`src/rtl/mcdp_pkg.sv`:
```
// mcdp_pkg
// Shared definitions for the multicycle MIPS-subset core: opcode and funct
// encodings, controller state enumeration, ALU operation enumeration and the
// 16-bit immediate sign-extension helper.
// Optional feature macro used by the core: MCDP_JAL_EN (enables jal decode).
package mcdp_pkg;

    // Primary opcodes (instruction bits [31:26])
    localparam logic [5:0] OP_RTYPE = 6'h00;
    localparam logic [5:0] OP_J     = 6'h02;
    localparam logic [5:0] OP_JAL   = 6'h03;
    localparam logic [5:0] OP_BEQ   = 6'h04;
    localparam logic [5:0] OP_ADDI  = 6'h08;
    localparam logic [5:0] OP_LW    = 6'h23;
    localparam logic [5:0] OP_SW    = 6'h2B;

    // R-type funct codes (instruction bits [5:0])
    localparam logic [5:0] FN_JR  = 6'h08;
    localparam logic [5:0] FN_ADD = 6'h20;
    localparam logic [5:0] FN_SUB = 6'h22;
    localparam logic [5:0] FN_AND = 6'h24;
    localparam logic [5:0] FN_OR  = 6'h25;
    localparam logic [5:0] FN_NOR = 6'h27;
    localparam logic [5:0] FN_SLT = 6'h2A;

    typedef enum logic [3:0] {
        S_FETCH,
        S_DECODE,
        S_MEMADR,
        S_MEMRD,
        S_MEMWB,
        S_MEMWR,
        S_EXEC,
        S_ALUWB,
        S_ADDIEX,
        S_ADDIWB,
        S_BRANCH,
        S_JUMP,
        S_JR,
        S_JAL
    } state_e;

    typedef enum logic [2:0] {
        ALU_ADD,
        ALU_SUB,
        ALU_AND,
        ALU_OR,
        ALU_NOR,
        ALU_SLT
    } aluop_e;

    // Widest supported datapath is 64 bits; callers cast down to XLEN.
    function automatic logic [63:0] sext16(input logic [15:0] imm);
        return {{48{imm[15]}}, imm};
    endfunction

endpackage

```
`src/rtl/mcdp_if.sv`:
```
// mcdp_if
// Memory handshake bundle between the core and the unified instruction/data
// memory. A transfer completes on a rising clock edge where memReq and
// memReady are both high.
//   memReq    core -> mem   access request
//   memWE     core -> mem   write enable, meaningful only with memReq
//   memAddr   core -> mem   byte address
//   memWData  core -> mem   store data
//   memRData  mem  -> core  read data, valid whenever memReady is high
//   memReady  mem  -> core  access completes this cycle
// Modports: master (core side), slave (memory side).
interface mcdp_if #(
    parameter int XLEN = 32
);
    logic            memReq;
    logic            memWE;
    logic [XLEN-1:0] memAddr;
    logic [XLEN-1:0] memWData;
    logic [XLEN-1:0] memRData;
    logic            memReady;

    modport master (
        output memReq, memWE, memAddr, memWData,
        input  memRData, memReady
    );

    modport slave (
        input  memReq, memWE, memAddr, memWData,
        output memRData, memReady
    );
endinterface

```
`src/rtl/mcdp_alu.sv`:
```
// mcdp_alu
// Purely combinational XLEN-wide ALU for the multicycle core.
//   i_op    operation select (add/sub/and/or/nor/slt)
//   i_a     first operand
//   i_b     second operand
//   o_y     result; slt yields 0 or 1 from a signed comparison
//   o_zero  high when o_y is all zeros (used for beq via subtraction)
module mcdp_alu
    import mcdp_pkg::*;
#(
    parameter int XLEN = 32
) (
    input  aluop_e          i_op,
    input  logic [XLEN-1:0] i_a,
    input  logic [XLEN-1:0] i_b,
    output logic [XLEN-1:0] o_y,
    output logic            o_zero
);

    always_comb begin
        o_y = '0;
        case (i_op)
            ALU_ADD: o_y = i_a + i_b;
            ALU_SUB: o_y = i_a - i_b;
            ALU_AND: o_y = i_a & i_b;
            ALU_OR:  o_y = i_a | i_b;
            ALU_NOR: o_y = ~(i_a | i_b);
            ALU_SLT: o_y = {{(XLEN-1){1'b0}}, ($signed(i_a) < $signed(i_b))};
            default: o_y = '0;
        endcase
    end

    assign o_zero = (o_y == '0);

endmodule

```
`src/rtl/mcdp_core.sv`:
```
// mcdp_core
// Multicycle MIPS-subset datapath plus controller sharing a single memory
// port for instruction fetch and data access. Holds PC, IR, MDR, A, B and
// ALUOut plus an NREGS-entry register file; every memory access may stall
// on memReady.
//   clock    sole clock, rising edge
//   resetN   asynchronous active-low reset
//   mem      memory handshake (mcdp_if.master)
//   pcQ      current PC
//   instr    instruction register
//   illegal  one-cycle pulse after an undecodable opcode/funct
// Optional feature: define MCDP_JAL_EN to decode opcode 000011 as jal
// (link into the highest register); otherwise that opcode is illegal.
module mcdp_core
    import mcdp_pkg::*;
#(
    parameter int              XLEN     = 32,
    parameter int              NREGS    = 32,
    parameter logic [XLEN-1:0] RESET_PC = '0
) (
    input  logic            clock,
    input  logic            resetN,
    mcdp_if.master          mem,
    output logic [XLEN-1:0] pcQ,
    output logic [31:0]     instr,
    output logic            illegal
);

    localparam int RW = $clog2(NREGS);

    state_e          r_state;
    logic [XLEN-1:0] r_pc;
    logic [31:0]     r_ir;
    logic [XLEN-1:0] r_mdr;
    logic [XLEN-1:0] r_a;
    logic [XLEN-1:0] r_b;
    logic [XLEN-1:0] r_aluOut;
    logic            r_memReq;
    logic            r_memWE;
    logic [XLEN-1:0] r_memAddr;
    logic            r_illegal;
    logic [XLEN-1:0] r_regs [NREGS];

    logic [5:0]      w_opcode;
    logic [5:0]      w_funct;
    logic [RW-1:0]   w_rs;
    logic [RW-1:0]   w_rt;
    logic [RW-1:0]   w_rd;
    logic [XLEN-1:0] w_immExt;
    logic [XLEN-1:0] w_pcPlus4;
    logic [XLEN-1:0] w_jumpTarget;
    logic [XLEN-1:0] w_rsVal;
    logic [XLEN-1:0] w_rtVal;
    aluop_e          w_functOp;
    logic            w_functLegal;
    aluop_e          w_aluOp;
    logic [XLEN-1:0] w_aluB;
    logic [XLEN-1:0] w_aluY;
    logic            w_aluZero;
    logic            w_regWe;
    logic [RW-1:0]   w_regWAddr;
    logic [XLEN-1:0] w_regWData;

    assign w_opcode     = r_ir[31:26];
    assign w_funct      = r_ir[5:0];
    assign w_rs         = r_ir[21 +: RW];
    assign w_rt         = r_ir[16 +: RW];
    assign w_rd         = r_ir[11 +: RW];
    assign w_immExt     = XLEN'(sext16(r_ir[15:0]));
    assign w_pcPlus4    = r_pc + XLEN'(4);
    // r_pc already points past the jump, so its top nibble is the region kept.
    assign w_jumpTarget = {r_pc[XLEN-1:28], r_ir[25:0], 2'b00};

    // Register 0 is hardwired to zero on the read side.
    assign w_rsVal = (w_rs == '0) ? '0 : r_regs[w_rs];
    assign w_rtVal = (w_rt == '0) ? '0 : r_regs[w_rt];

    always_comb begin
        w_functOp    = ALU_ADD;
        w_functLegal = 1'b1;
        case (w_funct)
            FN_ADD:  w_functOp = ALU_ADD;
            FN_SUB:  w_functOp = ALU_SUB;
            FN_AND:  w_functOp = ALU_AND;
            FN_OR:   w_functOp = ALU_OR;
            FN_NOR:  w_functOp = ALU_NOR;
            FN_SLT:  w_functOp = ALU_SLT;
            FN_JR:   w_functOp = ALU_ADD;
            default: w_functLegal = 1'b0;
        endcase
    end

    // Operand A is always register A; B switches to the immediate for
    // address and addi computation, and beq compares by subtraction.
    always_comb begin
        w_aluOp = ALU_ADD;
        w_aluB  = r_b;
        case (r_state)
            S_EXEC:             w_aluOp = w_functOp;
            S_MEMADR, S_ADDIEX: w_aluB  = w_immExt;
            S_BRANCH:           w_aluOp = ALU_SUB;
            default:            w_aluOp = ALU_ADD;
        endcase
    end

    mcdp_alu #(.XLEN(XLEN)) u_alu (
        .i_op   (w_aluOp),
        .i_a    (r_a),
        .i_b    (w_aluB),
        .o_y    (w_aluY),
        .o_zero (w_aluZero)
    );

    always_comb begin
        w_regWe    = 1'b0;
        w_regWAddr = '0;
        w_regWData = '0;
        case (r_state)
            S_MEMWB: begin
                w_regWe    = 1'b1;
                w_regWAddr = w_rt;
                w_regWData = r_mdr;
            end
            S_ALUWB: begin
                w_regWe    = 1'b1;
                w_regWAddr = w_rd;
                w_regWData = r_aluOut;
            end
            S_ADDIWB: begin
                w_regWe    = 1'b1;
                w_regWAddr = w_rt;
                w_regWData = r_aluOut;
            end
`ifdef MCDP_JAL_EN
            S_JAL: begin
                w_regWe    = 1'b1;
                w_regWAddr = RW'(NREGS - 1);
                w_regWData = r_pc;
            end
`endif
            default: w_regWe = 1'b0;
        endcase
    end

    // Writes addressed to register 0 are dropped so it stays zero.
    always_ff @(posedge clock or negedge resetN) begin
        if (!resetN) begin
            for (int i = 0; i < NREGS; i++) begin
                r_regs[i] <= '0;
            end
        end else if (w_regWe && (w_regWAddr != '0)) begin
            r_regs[w_regWAddr] <= w_regWData;
        end
    end

    // Controller and non-architectural registers. The memory request outputs
    // are registered and loaded on the transition into each access state, so
    // they sit stable for the whole access while memReady is low. Reset
    // leaves a fetch of RESET_PC already armed.
    always_ff @(posedge clock or negedge resetN) begin
        if (!resetN) begin
            r_state   <= S_FETCH;
            r_pc      <= RESET_PC;
            r_ir      <= '0;
            r_mdr     <= '0;
            r_a       <= '0;
            r_b       <= '0;
            r_aluOut  <= '0;
            r_memReq  <= 1'b1;
            r_memWE   <= 1'b0;
            r_memAddr <= RESET_PC;
            r_illegal <= 1'b0;
        end else begin
            r_illegal <= 1'b0;
            case (r_state)
                S_FETCH: begin
                    if (mem.memReady) begin
                        r_ir     <= mem.memRData[31:0];
                        r_pc     <= w_pcPlus4;
                        r_memReq <= 1'b0;
                        r_state  <= S_DECODE;
                    end
                end
                S_DECODE: begin
                    r_a      <= w_rsVal;
                    r_b      <= w_rtVal;
                    r_aluOut <= r_pc + (w_immExt << 2);
                    case (w_opcode)
                        OP_RTYPE: begin
                            if (!w_functLegal) begin
                                r_illegal <= 1'b1;
                                r_memReq  <= 1'b1;
                                r_memWE   <= 1'b0;
                                r_memAddr <= r_pc;
                                r_state   <= S_FETCH;
                            end else if (w_funct == FN_JR) begin
                                r_state <= S_JR;
                            end else begin
                                r_state <= S_EXEC;
                            end
                        end
                        OP_ADDI:      r_state <= S_ADDIEX;
                        OP_LW, OP_SW: r_state <= S_MEMADR;
                        OP_BEQ:       r_state <= S_BRANCH;
                        OP_J:         r_state <= S_JUMP;
`ifdef MCDP_JAL_EN
                        OP_JAL:       r_state <= S_JAL;
`endif
                        default: begin
                            r_illegal <= 1'b1;
                            r_memReq  <= 1'b1;
                            r_memWE   <= 1'b0;
                            r_memAddr <= r_pc;
                            r_state   <= S_FETCH;
                        end
                    endcase
                end
                S_MEMADR: begin
                    r_aluOut  <= w_aluY;
                    r_memReq  <= 1'b1;
                    r_memAddr <= w_aluY;
                    r_memWE   <= (w_opcode == OP_SW);
                    r_state   <= (w_opcode == OP_SW) ? S_MEMWR : S_MEMRD;
                end
                S_MEMRD: begin
                    if (mem.memReady) begin
                        r_mdr    <= mem.memRData;
                        r_memReq <= 1'b0;
                        r_state  <= S_MEMWB;
                    end
                end
                S_MEMWB: begin
                    r_memReq  <= 1'b1;
                    r_memAddr <= r_pc;
                    r_state   <= S_FETCH;
                end
                S_MEMWR: begin
                    if (mem.memReady) begin
                        r_memWE   <= 1'b0;
                        r_memAddr <= r_pc;
                        r_state   <= S_FETCH;
                    end
                end
                S_EXEC: begin
                    r_aluOut <= w_aluY;
                    r_state  <= S_ALUWB;
                end
                S_ADDIEX: begin
                    r_aluOut <= w_aluY;
                    r_state  <= S_ADDIWB;
                end
                S_ALUWB, S_ADDIWB: begin
                    r_memReq  <= 1'b1;
                    r_memAddr <= r_pc;
                    r_state   <= S_FETCH;
                end
                S_BRANCH: begin
                    r_memReq  <= 1'b1;
                    r_state   <= S_FETCH;
                    if (w_aluZero) begin
                        r_pc      <= r_aluOut;
                        r_memAddr <= r_aluOut;
                    end else begin
                        r_memAddr <= r_pc;
                    end
                end
`ifdef MCDP_JAL_EN
                S_JUMP, S_JAL: begin
`else
                S_JUMP: begin
`endif
                    r_pc      <= w_jumpTarget;
                    r_memReq  <= 1'b1;
                    r_memAddr <= w_jumpTarget;
                    r_state   <= S_FETCH;
                end
                S_JR: begin
                    r_pc      <= r_a;
                    r_memReq  <= 1'b1;
                    r_memAddr <= r_a;
                    r_state   <= S_FETCH;
                end
                default: begin
                    r_memReq  <= 1'b1;
                    r_memWE   <= 1'b0;
                    r_memAddr <= r_pc;
                    r_state   <= S_FETCH;
                end
            endcase
        end
    end

    // Gating with resetN drops the request the instant reset is asserted.
    assign mem.memReq   = r_memReq & resetN;
    assign mem.memWE    = r_memWE & resetN;
    assign mem.memAddr  = r_memAddr;
    assign mem.memWData = r_b;
    assign pcQ          = r_pc;
    assign instr        = r_ir;
    assign illegal      = r_illegal;

endmodule

```
`src/flat_wrapper.sv`:
```
// flat-port wrapper written by rule: the top's interface ports become plain ports
module mcdp_core_flat import mcdp_pkg::*;
#(
    parameter int              XLEN     = 32,
    parameter int              NREGS    = 32,
    parameter logic [XLEN-1:0] RESET_PC = '0
)
  (clock, resetN, pcQ, instr, illegal, mem_memReq, mem_memWE, mem_memAddr, mem_memWData, mem_memRData, mem_memReady);
  mcdp_if #(.XLEN(XLEN)) mem_i ();
  input  logic clock;
  input  logic resetN;
  output logic [XLEN-1:0] pcQ;
  output logic [31:0] instr;
  output logic illegal;
  output wire logic [$bits(mem_i.memReq)-1:0] mem_memReq;
  output wire logic [$bits(mem_i.memWE)-1:0] mem_memWE;
  output wire logic [$bits(mem_i.memAddr)-1:0] mem_memAddr;
  output wire logic [$bits(mem_i.memWData)-1:0] mem_memWData;
  input wire logic [$bits(mem_i.memRData)-1:0] mem_memRData;
  input wire logic [$bits(mem_i.memReady)-1:0] mem_memReady;
  assign mem_memReq = mem_i.memReq;
  assign mem_memWE = mem_i.memWE;
  assign mem_memAddr = mem_i.memAddr;
  assign mem_memWData = mem_i.memWData;
  assign mem_i.memRData = mem_memRData;
  assign mem_i.memReady = mem_memReady;
  mcdp_core #(.XLEN(XLEN), .NREGS(NREGS), .RESET_PC(RESET_PC)) u_core (.clock(clock), .resetN(resetN), .mem(mem_i), .pcQ(pcQ), .instr(instr), .illegal(illegal));
endmodule
```
`config.mk`:
```
export PLATFORM = sky130hd
export DESIGN_NAME = mcdp_core_flat
export DESIGN_NICKNAME = d
export VERILOG_FILES = /design/src/rtl/mcdp_pkg.sv /design/src/rtl/mcdp_if.sv /design/src/rtl/mcdp_alu.sv /design/src/rtl/mcdp_core.sv /design/src/flat_wrapper.sv
export SDC_FILE = /design/constraint.sdc
export NUM_CORES = 2
export LEC_CHECK = 0
export CORE_UTILIZATION = 57
export DETAILED_ROUTE_END_ITERATION = 6
export DONT_BUFFER_PORTS = 1
export PLACE_DENSITY = 0.83
export SLEW_MARGIN = 10
export SYNTH_ARGS = -nofsm -noshare
export SYNTH_HDL_FRONTEND = slang
export SYNTH_SLANG_ARGS = --single-unit
```
`constraint.sdc`:
```
create_clock -name clock -period 6.65 [get_ports clock]
set_clock_uncertainty 0.1 [all_clocks]
set_input_delay 0.9975 -clock clock [delete_from_list [all_inputs] [get_ports clock]]
set_output_delay 0.9975 -clock clock [all_outputs]
set_load 0.02 [all_outputs]
```
==> impl_metrics.toml <==
[routing]
post_drt_antenna_nets = 0
routedWlPerCell_um = 30.4
detailedRoute.firstPassIterationCount = 7
drc = 35
detailedRoute.firstIterationViolations = 8744
vias = 60500
detail_route.vias_per_cell = 7.21
wirelength_um = 255000

[synth]
synthesis.yosys.warnings = 0
post_synth_inst_count = 6939
synth_async_sr_flop_share_pct = 100
synth_enable_flop_cells = 0
post_synthesis_net_count = 7103
synth_sequential_area_ratio_pct = 44.8
syn_avg_cell_area_um2 = 10.1
mappedNetlistArea_um2 = 70100
postSynth.topFlopCell = "sky130_fd_sc_hd__dfrtp_1"
synth.lib_cells_used.distinct = 89
synth.ff_latch_count = 1255

[sta]
worst-slew-pin-transition_ns = 1.27
final.hold.worst_slack_ns = 0.0639
slew-limit-headroom_pct = 15.1
timing.final.crit_share_pct = 97.6
timing.final.max_slew_violations = 0
timing.setup.tns_ns = 0
max_clock_freq_ghz = 0.154
post-route-min-period_ns = 6.49
number_of_failing_setup_endpoints_in_the_final_timing_report = 0
hold_viol = 0

[pwr]
p_sw_w = 0.0150
switching_share_pct = 44.4
sequentialPowerShare_pct = 32.3
power_per_cell_area_nw_per_um2 = 439
p_leak_nw = 32.6
power_share_of_the_clock_group_pct = 22.9
share_comb_of_total_power_pct = 44.8
max-vdd-ir-drop_mv = 0.616
power.internal_w = 0.0187

[final_layout]
layout_commonest_cell = "sky130_fd_sc_hd__dfrtp_1"
post_layout_nonfiller_instances = 8392
layout_common_cells = "sky130_fd_sc_hd__dfrtp_1 (1243), sky130_fd_sc_hd__a21oi_1 (796), sky130_fd_sc_hd__nand2_1 (771), sky130_fd_sc_hd__o21ai_0 (713), sky130_fd_sc_hd__nor2_1 (707)"
layout-drive-gt1-share_pct = 17.1
fillers = 9080
synth_to_final_area_change_pct = 9.68
finalCoreUtilization_pct = 63.0
finish.net_count = 6830

[placed_design]
place.detailed.instances = 8147
place.gp.congestion = 1.03
dpl.hpwl_um = 159000
i_o_buffers = 0

[setup_path]
cp_data_required_time_ns = 7.16
critical_path.slowest_cell = "sky130_fd_sc_hd__a211oi_1"
setup.worst_path.end_class = "register"
timing.critical_path.buf_inv = 4
reg2reg_slack_ns = 0.16
timing.critical_path.arrival_ns = 7.00
critical_path.max_stage_delay_ns = 0.54
crit_chain = "xor2_1, nand3_2, buf_12, nor2_1, a21o_1, inv_1, ha_1, a211oi_1, nor3_2, nor3_4, a21o_1, o21ai_1, a221o_1, a222oi_1, buf_4, nand4_1, nor4b_1, nand2_1, nor3_4, buf_12, mux2_2, a222oi_1, a221oi_1"
biggest_fanout_along_the_worst_timing_path = 26
critPathKind = "reg -> reg"
cp-start-kind = "register"
timing.critical_path.max_delay_family = "compound AO/OA/AOI/OAI gates"

[run_status]
run_status = "finished with violations"
failed_checks = "DRC"

[hold_path]
worstHoldPathType = "in -> async"

[floorplan]
num_io_pins = 166
die_w_um = 353
area_of_the_core_um2 = 122000
fp.dieArea_um2 = 124000
starting_density_pct = 57.5
die_h_um = 353
placementRows = 128

[cts]
worst_skew_pair.late_latency_ns = 0.79
ctsHtreeMaxLevel = 4
cts.reportedPaths.clkPinSlew_ns = 0.07
cts.sinks = 1255
bufs_on_longest_clock_path = 3
cts-root-buf = "sky130_fd_sc_hd__clkbuf_16"
cts_tree = "yes"
tritoncts.num_buffers = 134

[global_routing]
grt_antenna_before_repair = 13
grtUsageTotal_pct = 40.7
grt_max_degree = 252
vias_in_the_first_global_route = 59400
grt_pass1_wl_um = 379000
globalRouteOverflowTotal = 0

[run]
max_capacitance_violation_count = 0
## sequential cells by signal, indices dropped and copies added, names as in the netlist
register	cells
u_core.instr	32
u_core.r_mdr	32
u_core.r_state	4
u_core.illegal	1
u_core.r_memReq	1
u_core.r_regs	1024
u_core.mem.memWData	32
u_core.r_aluOut	32
u_core.r_memWE	1
u_core.mem.memAddr	32
u_core.r_a	32
u_core.pcQ	32
## power by group through the flow
stage | logic (W) | clock network [W] | registers [W]
3_5_place_dp | 0.0144 | 0 | 0.0109
3_3_place_gp | 0.0143 | 0 | 0.0108
5_1_grt | 0.0159 | 0.00802 | 0.0109
4_1_cts | 0.0145 | 0.00773 | 0.0108
6_report | 0.0151 | 0.00773 | 0.0109
2_1_floorplan | 0.00998 | 0 | 0.00977
## logic make-up (layout without fill, tap and decap cells)
logic type | after synthesis | after routing | share of synthesized area (%)
AO/OA/AOI/OAI | 2117 | 2117 | 17.5
XOR/XNOR | 39 | 39 | 0.488
adder cells (fa/ha/maj) | 129 | 129 | 2.34
buffers and inverters | 783 | 605 | 4.26
flip-flops | 1255 | 1255 | 44.8
multiplexers | 843 | 843 | 20.3
other | 0 | 6 | 0
AND/OR/NAND/NOR | 1773 | 1773 | 10.3
## final cells by class
| cell class | count | area, um^2 | share of cell area [%] |
|---|---|---|---|
| Inverter | 140 | 526 | 0.684 |
| Timing Repair Buffer | 234 | 2100 | 2.74 |
| Clock inverter | 53 | 639 | 0.832 |
| Multi-Input combinational cell | 4901 | 36200 | 47.2 |
| Antenna cell | 6 | 15.0 | 0.0195 |
| Clock buffer | 178 | 3840 | 5.00 |
| Sequential cell | 1255 | 31400 | 40.9 |
| Tap cell | 1625 | 2030 | 2.65 |
## path summary, 6_finish.rpt
check                                    startpoint             endpoint  cells past startpoint
worst max register to register    u_core.r_state[1]       u_core.pcQ[19]                     23
worst min register to register  u_core.r_regs[1012]  u_core.r_regs[1012]                      0
max in group asynchronous                    resetN   u_core.r_regs[594]                      4
worst min-delay path                         resetN     u_core.instr[23]                      1
min in group clock                 mem_memRData[10]     u_core.instr[10]                      2
worst max-delay path              u_core.r_state[1]       u_core.pcQ[19]                     23
## synthesized netlist by cell type, types with 74 or more instances
master	count	area, um^2
sky130_fd_sc_hd__a21oi_1	799	4000
sky130_fd_sc_hd__nand2_1	787	2950
sky130_fd_sc_hd__o221ai_1	81	709
sky130_fd_sc_hd__clkbuf_1	548	2060
sky130_fd_sc_hd__o22ai_1	110	688
sky130_fd_sc_hd__mux2i_1	257	2570
sky130_fd_sc_hd__mux4_2	448	10100
sky130_fd_sc_hd__o21ai_0	714	3570
sky130_fd_sc_hd__dfrtp_1	1254	31400
sky130_fd_sc_hd__nor2_1	728	2730
sky130_fd_sc_hd__nor3_1	74	370
sky130_fd_sc_hd__ha_1	126	1580
sky130_fd_sc_hd__mux2_2	128	1440
sky130_fd_sc_hd__a22oi_1	92	691
sky130_fd_sc_hd__inv_1	138	518
## per-stage QoR
stage / instance area (um^2) / total power [W] / worst slack (ns)
5_1_grt: 76800 / 0.0348 / -0.00449
6_report: 76800 / 0.0337 / 0.157
4_1_cts: 76700 / 0.0330 / 0.0921
3_5_place_dp: 72200 / 0.0253 / 0.120
2_1_floorplan: 70100 / 0.0198 / 0.456
3_3_place_gp: 72200 / 0.0251 / 0.221
## per-layer routing
metal  part of all wire (%)  routed length, um  vias up  global-route usage (%)
li1                       -                  -    24700                       -
met1                     35              89200    29900                    51.6
met2                     44             113000     4782                    60.4
met3                     14              35800     1109                    13.7
met4                    6.9              17700       12                    25.4
met5                  0.037                 95        -                   0.308
## repair_timing
item,CTS,global route
hold buffers,1,0
resized for setup,0,18
setup buffers,0,5
endpoints found under the hold margin,109,0
setup endpoints to repair,0,55
Power figures use the tool's default switching activity.
